<file path="config.mk">
export PLATFORM = sky130hd
export DESIGN_NAME = rom_read_arbiter_flat
export DESIGN_NICKNAME = d
export VERILOG_FILES = /design/src/rtl/rom_read_arbiter_if.sv /design/src/rtl/rom_read_arbiter.sv /design/src/flat_wrapper.sv
export SDC_FILE = /design/constraint.sdc
export NUM_CORES = 1
export LEC_CHECK = 0
export BUFFER_PORTS_ARGS = -buffer_cell sky130_fd_sc_hd__buf_2
export CORE_MARGIN = 1
export CORE_UTILIZATION = 40
export CTS_BUF_LIST = sky130_fd_sc_hd__clkbuf_4
export CTS_CLUSTER_SIZE = 20
export DETAILED_ROUTE_END_ITERATION = 12
export PLACE_DENSITY = 0.91
export SKIP_CTS_REPAIR_TIMING = 1
export SYNTH_ARGS = -nofsm -noshare
export SYNTH_HDL_FRONTEND = slang
export SYNTH_SLANG_ARGS = --single-unit
</file>
<file path="constraint.sdc">
create_clock -name clk -period 4.65 [get_ports clk]
set_input_delay 0.93 -clock clk [delete_from_list [all_inputs] [get_ports clk]]
set_output_delay 0.93 -clock clk [all_outputs]
set_load 0.05 [all_outputs]
</file>
<file path="src/rtl/rom_read_arbiter_if.sv">
// Reader-side bus of rom_read_arbiter: per-channel request/address in,
// one-hot grant, shared read data and one-hot read-valid out.
interface rom_read_arbiter_if #(
  parameter int ADDR_WIDTH = 17,
  parameter int DATA_WIDTH = 12,
  parameter int CHANNELS   = 2
);
  logic [CHANNELS-1:0]            req;
  logic [CHANNELS*ADDR_WIDTH-1:0] addr;
  logic [CHANNELS-1:0]            gnt;
  logic [DATA_WIDTH-1:0]          rdata;
  logic [CHANNELS-1:0]            rvalid;

  // Readers drive requests and addresses
  modport master (
    output req,
    output addr,
    input  gnt,
    input  rdata,
    input  rvalid
  );

  // Arbiter grants and returns data
  modport slave (
    input  req,
    input  addr,
    output gnt,
    output rdata,
    output rvalid
  );
endinterface

</file>
<file path="src/rtl/rom_read_arbiter.sv">
// Round-robin sharing of one synchronous block-ROM read port among CHANNELS
// readers. A one-hot tag pipeline matched to the ROM latency steers returned
// data to the issuing channel via rvalid.
module rom_read_arbiter #(
  parameter int ADDR_WIDTH  = 17,
  parameter int DATA_WIDTH  = 12,
  parameter int CHANNELS    = 2,
  parameter int ROM_LATENCY = 1,
  parameter int REG_OUTPUT  = 1
) (
  input  logic                  clk,
  input  logic                  rst,
  rom_read_arbiter_if.slave     rd,
  output logic                  rom_en,
  output logic [ADDR_WIDTH-1:0] rom_addr,
  input  logic [DATA_WIDTH-1:0] rom_dout
);

  localparam int PW = (CHANNELS > 1) ? $clog2(CHANNELS) : 1;

  if (CHANNELS < 1 || CHANNELS > 8) begin : g_bad_channels
    $fatal(1, "rom_read_arbiter: CHANNELS must be 1..8");
  end
  if (ROM_LATENCY < 1 || ROM_LATENCY > 4) begin : g_bad_latency
    $fatal(1, "rom_read_arbiter: ROM_LATENCY must be 1..4");
  end

  logic [PW-1:0]         ptr_q;
  logic [PW-1:0]         ptr_nxt;
  logic [PW-1:0]         sel;
  logic [PW-1:0]         cand;
  logic                  found;
  logic [CHANNELS-1:0]   gnt_c;
  int unsigned           idx;
  int unsigned           nxt;
  logic [ADDR_WIDTH-1:0] addr_arr [CHANNELS];
  logic [CHANNELS-1:0]   tag_q    [ROM_LATENCY];
  logic [CHANNELS-1:0]   tag_last;

  for (genvar g = 0; g < CHANNELS; g++) begin : g_addr
    assign addr_arr[g] = rd.addr[g*ADDR_WIDTH +: ADDR_WIDTH];
  end

  // Rotating search from ptr; first requesting channel wins, nothing during reset
  always_comb begin
    found = 1'b0;
    sel   = ptr_q;
    cand  = ptr_q;
    idx   = 0;
    nxt   = 0;
    gnt_c = '0;
    for (int unsigned k = 0; k < CHANNELS; k++) begin
      idx = 32'(ptr_q) + k;
      if (idx >= CHANNELS) idx = idx - CHANNELS;
      cand = PW'(idx);
      if (!found && rd.req[cand]) begin
        found = 1'b1;
        sel   = cand;
      end
    end
    if (found && !rst) gnt_c[sel] = 1'b1;
    nxt = 32'(sel) + 1;
    if (nxt >= CHANNELS) nxt = 0;
    ptr_nxt = PW'(nxt);
  end

  assign rd.gnt   = gnt_c;
  assign rom_en   = |gnt_c;
  assign rom_addr = addr_arr[sel];

  // Priority pointer moves just past the channel granted this cycle
  always_ff @(posedge clk or posedge rst) begin
    if (rst) begin
      ptr_q <= '0;
    end else if (|gnt_c) begin
      ptr_q <= ptr_nxt;
    end
  end

  // Grant tags ride alongside the ROM read so the last stage lines up with rom_dout
  always_ff @(posedge clk or posedge rst) begin
    if (rst) begin
      for (int unsigned s = 0; s < ROM_LATENCY; s++) tag_q[s] <= '0;
    end else begin
      tag_q[0] <= gnt_c;
      for (int unsigned s = 1; s < ROM_LATENCY; s++) tag_q[s] <= tag_q[s-1];
    end
  end

  assign tag_last = tag_q[ROM_LATENCY-1];

  if (REG_OUTPUT != 0) begin : g_reg_out
    logic [DATA_WIDTH-1:0] rdata_q;
    logic [CHANNELS-1:0]   rvalid_q;

    // Capture ROM word only when a tag exits; otherwise hold the last word
    always_ff @(posedge clk or posedge rst) begin
      if (rst) begin
        rdata_q  <= '0;
        rvalid_q <= '0;
      end else begin
        rvalid_q <= tag_last;
        if (|tag_last) rdata_q <= rom_dout;
      end
    end

    assign rd.rdata  = rdata_q;
    assign rd.rvalid = rvalid_q;
  end else begin : g_comb_out
    assign rd.rdata  = rom_dout;
    assign rd.rvalid = tag_last;
  end

endmodule
</file>
<file path="src/flat_wrapper.sv">
// flat-port wrapper written by rule: the top's interface ports become plain ports
module rom_read_arbiter_flat 
#(
  parameter int ADDR_WIDTH  = 17,
  parameter int DATA_WIDTH  = 12,
  parameter int CHANNELS    = 2,
  parameter int ROM_LATENCY = 1,
  parameter int REG_OUTPUT  = 1
)
  (clk, rst, rom_en, rom_addr, rom_dout, rd_req, rd_addr, rd_gnt, rd_rdata, rd_rvalid);
  rom_read_arbiter_if #(.ADDR_WIDTH(ADDR_WIDTH), .DATA_WIDTH(DATA_WIDTH), .CHANNELS(CHANNELS)) rd_i ();
  input  logic clk;
  input  logic rst;
  output logic rom_en;
  output logic [ADDR_WIDTH-1:0] rom_addr;
  input  logic [DATA_WIDTH-1:0] rom_dout;
  input wire logic [$bits(rd_i.req)-1:0] rd_req;
  input wire logic [$bits(rd_i.addr)-1:0] rd_addr;
  output wire logic [$bits(rd_i.gnt)-1:0] rd_gnt;
  output wire logic [$bits(rd_i.rdata)-1:0] rd_rdata;
  output wire logic [$bits(rd_i.rvalid)-1:0] rd_rvalid;
  assign rd_i.req = rd_req;
  assign rd_i.addr = rd_addr;
  assign rd_gnt = rd_i.gnt;
  assign rd_rdata = rd_i.rdata;
  assign rd_rvalid = rd_i.rvalid;
  rom_read_arbiter #(.ADDR_WIDTH(ADDR_WIDTH), .DATA_WIDTH(DATA_WIDTH), .CHANNELS(CHANNELS), .ROM_LATENCY(ROM_LATENCY), .REG_OUTPUT(REG_OUTPUT)) u_core (.clk(clk), .rst(rst), .rd(rd_i), .rom_en(rom_en), .rom_addr(rom_addr), .rom_dout(rom_dout));
endmodule
</file>
==> out/qor.txt, run 1 <==
VDD IR-drop max -> 266 µV
Post-synthesis net count -> 111
Clock Power Share -> 13.3%
Post-layout min period -> 3110 ps
Die area -> 0.00239 mm²
WL final -> 2.16 mm
Vias in the first global route -> 869
Longest Clk Path Bufs -> 2
Number of synthesized register bits -> 17
Sw frac -> 46.9%
Synth unique cells -> 13
PD cells -> 421 mW/mm²
Endpoints failing setup -> 0
Setup TNS Final -> 0 ps
IO Pins -> 84
Gpl congestion -> 0.713
Worst Path Required -> 3720 ps
Yosys warns -> 0
H-tree Lvls -> 1
Post-DR vias/cell -> 4.69
Status -> finished, final reports clean
Fmax -> 0.322 GHz
Gr ovfl total -> 0
# nets final -> 197
Register-to-Register Path Depth -> 2
Slowest CP cell -> inv_1
Cell area after synthesis -> 880 µm²
Synthesis-to-layout area growth -> 51.4%
Layout Utilization -> 65.8%
Placed wire-length estimate -> 1.84 mm
First-pass GRT wire length -> 3.55 mm
Drt pass-1 iters -> 4
Core ar. -> 0.00202 mm²
Die Span Y -> 48.9 µm
IO buf count -> 83
Initial Utilization -> 43.5%
Switch Pwr -> 263 µW
Worst-Margin Slew -> 965 ps
Root Buffer -> clkbuf_4
CTS tree -> done
WS Path Type -> input port to primary output
Fill cells -> 162
Max Cap Viol -> 0
Seq/Total Area, Yosys -> 48.4%
Clk sinks -> 17
Crit-path max FO -> 18
Wirelength per Cell -> 12.5 µm
Drt drc -> 0
Via count -> 811
Sequential Power Share -> 33.2%
Clk_skew -> 3.10 ps
Fin crit share -> 66.8%
Crit. End Element -> primary output
Ant. Diodes -> 0
CTS Buf Count -> 3
Critical path launch point type -> input port
Synth Instances -> 61
Logic pwr share -> 53.5%
Worst-path clk slew -> 90 ps
Pins Over Slew Limit -> 0
Internal power -> 298 µW
Worst slew margin -> 35.5%
Die X -> 48.9 µm
Worst path cell trace -> buf_2 > inv_1 > nand2_1 > a21oi_1 > buf_2
LEAKAGE -> 0.748 nW
Largest net degree at the start of global routing -> 19
Hold Crit Depth -> 0
CP dominant cell by count -> buf_2
Hold Crit Class -> register to register
Synth Area per Inst -> 14.4 µm²
Critical path data arrival time -> 2180 ps
Final hold viol count -> 0
RSZ-0062 raised after global routing -> false
Share of cells above drive strength 1 -> 80.8%
Gr usage total -> 19.5%
Iter 0 DRT Violations -> 8
Slowest stage delay, CP -> 460 ps
Clock Latency Late Sink -> 280 ps
Initial antenna violation count -> 0
Post-route ant nets -> 0
FP Rows -> 16
[routing by layer]
layer	share of wire, %	track usage [%]	wire (µm)
met5	0	0	0
met4	0.60	2.94	13
met2	59	40.7	1270
met3	5.6	3.74	120
met1	35	19.7	754
[per-stage QoR]
step	worst slack (ps)	instance area (µm²)	power [mW]	std cells	hold WS, ps
final	1540	1330	0.560	173	387
after global routing	1410	1330	0.587	173	409
after CTS	1490	1330	0.566	173	390
after detailed placement	1500	1300	0.490	169	367
after global placement	1630	1300	0.482	169	359
after floorplan	1470	880	0.425	61	354
[path summary, 6_finish.rpt]
kind / from / to / slack [ps]
max reg2reg: u_core.tag_last[0] / u_core.rd.rdata[11] / 2970
min reg2reg: u_core.tag_last[1] / u_core.rd.rvalid[1] / 390
max: rst / rd_gnt[0] / 1540
min: u_core.tag_last[1] / u_core.rd.rvalid[1] / 390
max in group asynchronous: rst / u_core.rd.rdata[0] / 3520
min in group asynchronous: rst / u_core.tag_last[1] / 730
[layout make-up]
cell class                 instances  area, µm²  share of cell area [%]
clock buffer                       3       22.5                    1.69
sequential                        17        425                    32.0
tap                               27       33.8                    2.54
clock inverter                     1       5.00                   0.376
multi-input combinational         39        418                    31.4
timing repair buffer              83        415                    31.2
inverter                           3       11.3                   0.846
[registers in the layout (all words and copies together), names as in the netlist]
register,flops
u_core.rd.rdata,12
u_core.rd.rvalid,2
u_core.tag_last,2
u_core.ptr_q,1
[cells by family after synthesis]
group,count (synthesis),share of synthesized area [%]
DFF,17,48.4
and+or+nand+nor,6,2.85
buffers and inverters,5,4.12
adders and majority gates,1,1.56
muxes,29,41.4
AOI/OAI and AO/OA,3,1.71
[cells in the final DEF (no fill, tap or decap)]
cell      instances
nand2b_1          1
clkbuf_4          3
inv_2             1
o21ai_0           1
inv_1             2
maj3_4            1
mux2_2           19
mux2_4           10
buf_2            83
a21oi_1           2
nand2_1           2
clkinv_2          1
dfrtp_1          17
nor2_1            3
[power groups by stage]
stage | clock network (mW) | logic, mW | registers (mW)
2_1_floorplan | 0 | 0.156 | 0.269
3_3_place_gp | 0 | 0.296 | 0.187
3_5_place_dp | 0 | 0.301 | 0.189
4_1_cts | 0.0789 | 0.302 | 0.186
5_1_grt | 0.0837 | 0.313 | 0.190
6_report | 0.0747 | 0.300 | 0.186
[synthesized netlist by cell type]
master,count,share of area [%]
mux2_2,19,24
inv_2,1,0.43
nor2_1,3,1.3
mux2_4,10,17
inv_1,2,0.85
a21oi_1,2,1.1
buf_12,1,2.3
dfrtp_1,17,48
buf_2,1,0.57
o21ai_0,1,0.57
maj3_4,1,1.6
nand2_1,2,0.85
nand2b_1,1,0.71
[critical path, delay by kind of cell]
family,cells,cell delay (ps)
buf+inv,3,860
simple gates,1,180
compound gates,1,200
(Power assumes the default switching activity.)
==> run 2, diff against run 1 <==
CORE_UTILIZATION = 33   (was 40)
PLACE_DENSITY = 0.81   (was 0.91)
clock period = 2.8 ns   (was 4.65 ns; I/O delays follow)
==> run 2 against run 1 <==
- via count shrank 0.25%
- critical path depth shrank 1
- clock power grew 70%
- core utilization shrank 12 points
==> out/qor.txt, run 2 (same netlist as run 1, synthesis figures left out) <==
Commonest non-fill, non-tap cell in the layout -> buf_2
IO buf count -> 83 (unchanged)
Most frequent cells in the layout -> 83 x buf_2, 19 x mux2_2, 17 x dfrtp_1
RR Endpoint -> u_core.rd.rdata[4]
VDD IR-drop max -> 438 µV (+65%)
Vias in the first global route -> 704 (-19%)
Core ar. -> 0.00250 mm² (+24%)
Slowest CP cell -> maj3_4
Worst path cell trace -> inv_2 > maj3_4 > mux2_4 > buf_2
Via count -> 809 (-0.25%)
Synthesis-to-layout area growth -> 52.6%
Post-route ant nets -> 0 (unchanged)
Root Buffer -> clkbuf_4
Hold Crit Class -> input port to asynchronous set/reset pin
Die Span Y -> 53.6 µm (+9.7%)
Status -> finished, final reports clean
WL final -> 1.94 mm (-10%)
Critical path launch point type -> register
Drt drc -> 0 (unchanged)
WS Path Type -> register to primary output
Die area -> 0.00288 mm² (+20%)
Worst R2R Start -> u_core.tag_last[1]
Clk_skew -> 2.64 ps (-0.455 ps)
Non-Filler Instances -> 177 (+2.3%)
Placed wire-length estimate -> 1.63 mm (-11%)
CTS Buf Count -> 3 (unchanged)
LEAKAGE -> 0.753 nW (+0.64%)
Critical path data arrival time -> 1760 ps (-420 ps)
Dpl cells -> 173 (+2.4%)
CTS tree -> done
IO Pins -> 84 (unchanged)
Largest net degree at the start of global routing -> 18 (-1)
Slowest stage delay, CP -> 460 ps (about the same)
Ant. Diodes -> 0 (unchanged)
Wirelength per Cell -> 10.9 µm (-12%)
Post-DR vias/cell -> 4.57 (-2.5%)
Gpl congestion -> 0.622 (-13%)
Area of the multi-input gates -> 418 µm² (unchanged)
Final hold viol count -> 0 (unchanged)
Max reg flops -> 12 (unchanged)
First-pass GRT wire length -> 2.82 mm (-21%)
Crit. End Element -> primary output
Min Hold Slack -> 308 ps (-79.6 ps)
Gr ovfl total -> 0 (unchanged)
FP Rows -> 18 (+2)
Initial antenna violation count -> 0 (unchanged)
Worst slew margin -> 37.7% (+2.3 points)
Max Cap Viol -> 0 (unchanged)
Pins Over Slew Limit -> 0 (unchanged)
Die X -> 53.6 µm (+9.7%)
Drt pass-1 iters -> 2 (-2)
Internal reg-to-reg setup slack -> 1170 ps (-1800 ps)
Crit-path max FO -> 17 (-1)
Fmax -> 0.432 GHz
Fin crit share -> 82.7%
Crit path from -> u_core.ptr_q
Iter 0 DRT Violations -> 3 (-5)
Worst-path clk slew -> 90 ps (about the same)
Fill cells -> 219 (+35%)
Post-layout min period -> 2320 ps
Seq. cell area -> 425 µm² (unchanged)
RSZ-0062 raised after global routing -> false
Endpoints failing setup -> 0 (unchanged)
# nets final -> 198 (+0.51%)
Clock Latency Late Sink -> 290 ps (about the same)
Longest Clk Path Bufs -> 2 (unchanged)
Worst-Margin Slew -> 931 ps (-33.9 ps)
Share of cells above drive strength 1 -> 81.0% (+0.13 points)
H-tree Lvls -> 1 (unchanged)
Gr usage total -> 13.7% (-5.8 points)
Worst Path Required -> 2240 ps (-1480 ps)
Register-to-Register Path Depth -> 2 (unchanged)
Initial Utilization -> 35.2% (-8.3 points)
Setup TNS Final -> 0 ps (unchanged)
PD cells -> 693 mW/mm² (+65%)
Clk sinks -> 17 (unchanged)
run 2: changes by cell type in the layout (fill, tap and decap cells not counted):
cell | before | now
buf_4 | 0 | 1
run 2: stage by stage:
step	cell area, µm²	setup slack (ps)	power, mW	util [%]
6_report	1340	485	0.930	53.7
5_1_grt	1340	404	0.986	53.7
4_1_cts	1340	471	0.941	53.7
3_5_place_dp	1320	517	0.812	52.6
3_3_place_gp	1320	545	0.802	52.6
2_1_floorplan	880	362	0.706	-
run 2: area by class of cell:
cell class	count	area share, %
sequential	17	31.7
timing repair buffer	84	31.5
multi-input combinational	39	31.1
tap	30	2.80
clock buffer	3	1.68
inverter	3	0.839
clock inverter	1	0.373
run 2: layer usage:
layer,global-route usage (%),part of all wire (%),vias to the layer above
met5,0,0,-
met2,26.0,51,47
met4,6.58,1.3,0
li1,-,-,385
met3,2.54,8.8,4
met1,14.2,39,373
run 2: critical path, delay by kind of cell (launching register included):
kind       cells  cell delay [ps]
fa+ha+maj      1              460
flops          1              410
mux            1              330
buf+inv        2              260
run 2: how the worst max path moves through the flow:
stage / end / slack, ps / cells past startpoint
floorplan: rd_gnt[0] / 360 / 3
global placement: rom_addr[2] / 540 / 5
detailed placement: rom_addr[6] / 520 / 5
global route: rom_addr[3] / 400 / 4
finish: rom_addr[11] / 480 / 4
CTS: rom_addr[6] / 470 / 4
run 2: power breakdown:
group / switching, mW / internal (mW) / total, mW
Sequential: 0.0210 / 0.287 / 0.308
Clock: 0.0736 / 0.0531 / 0.127
Combinational: 0.340 / 0.155 / 0.495
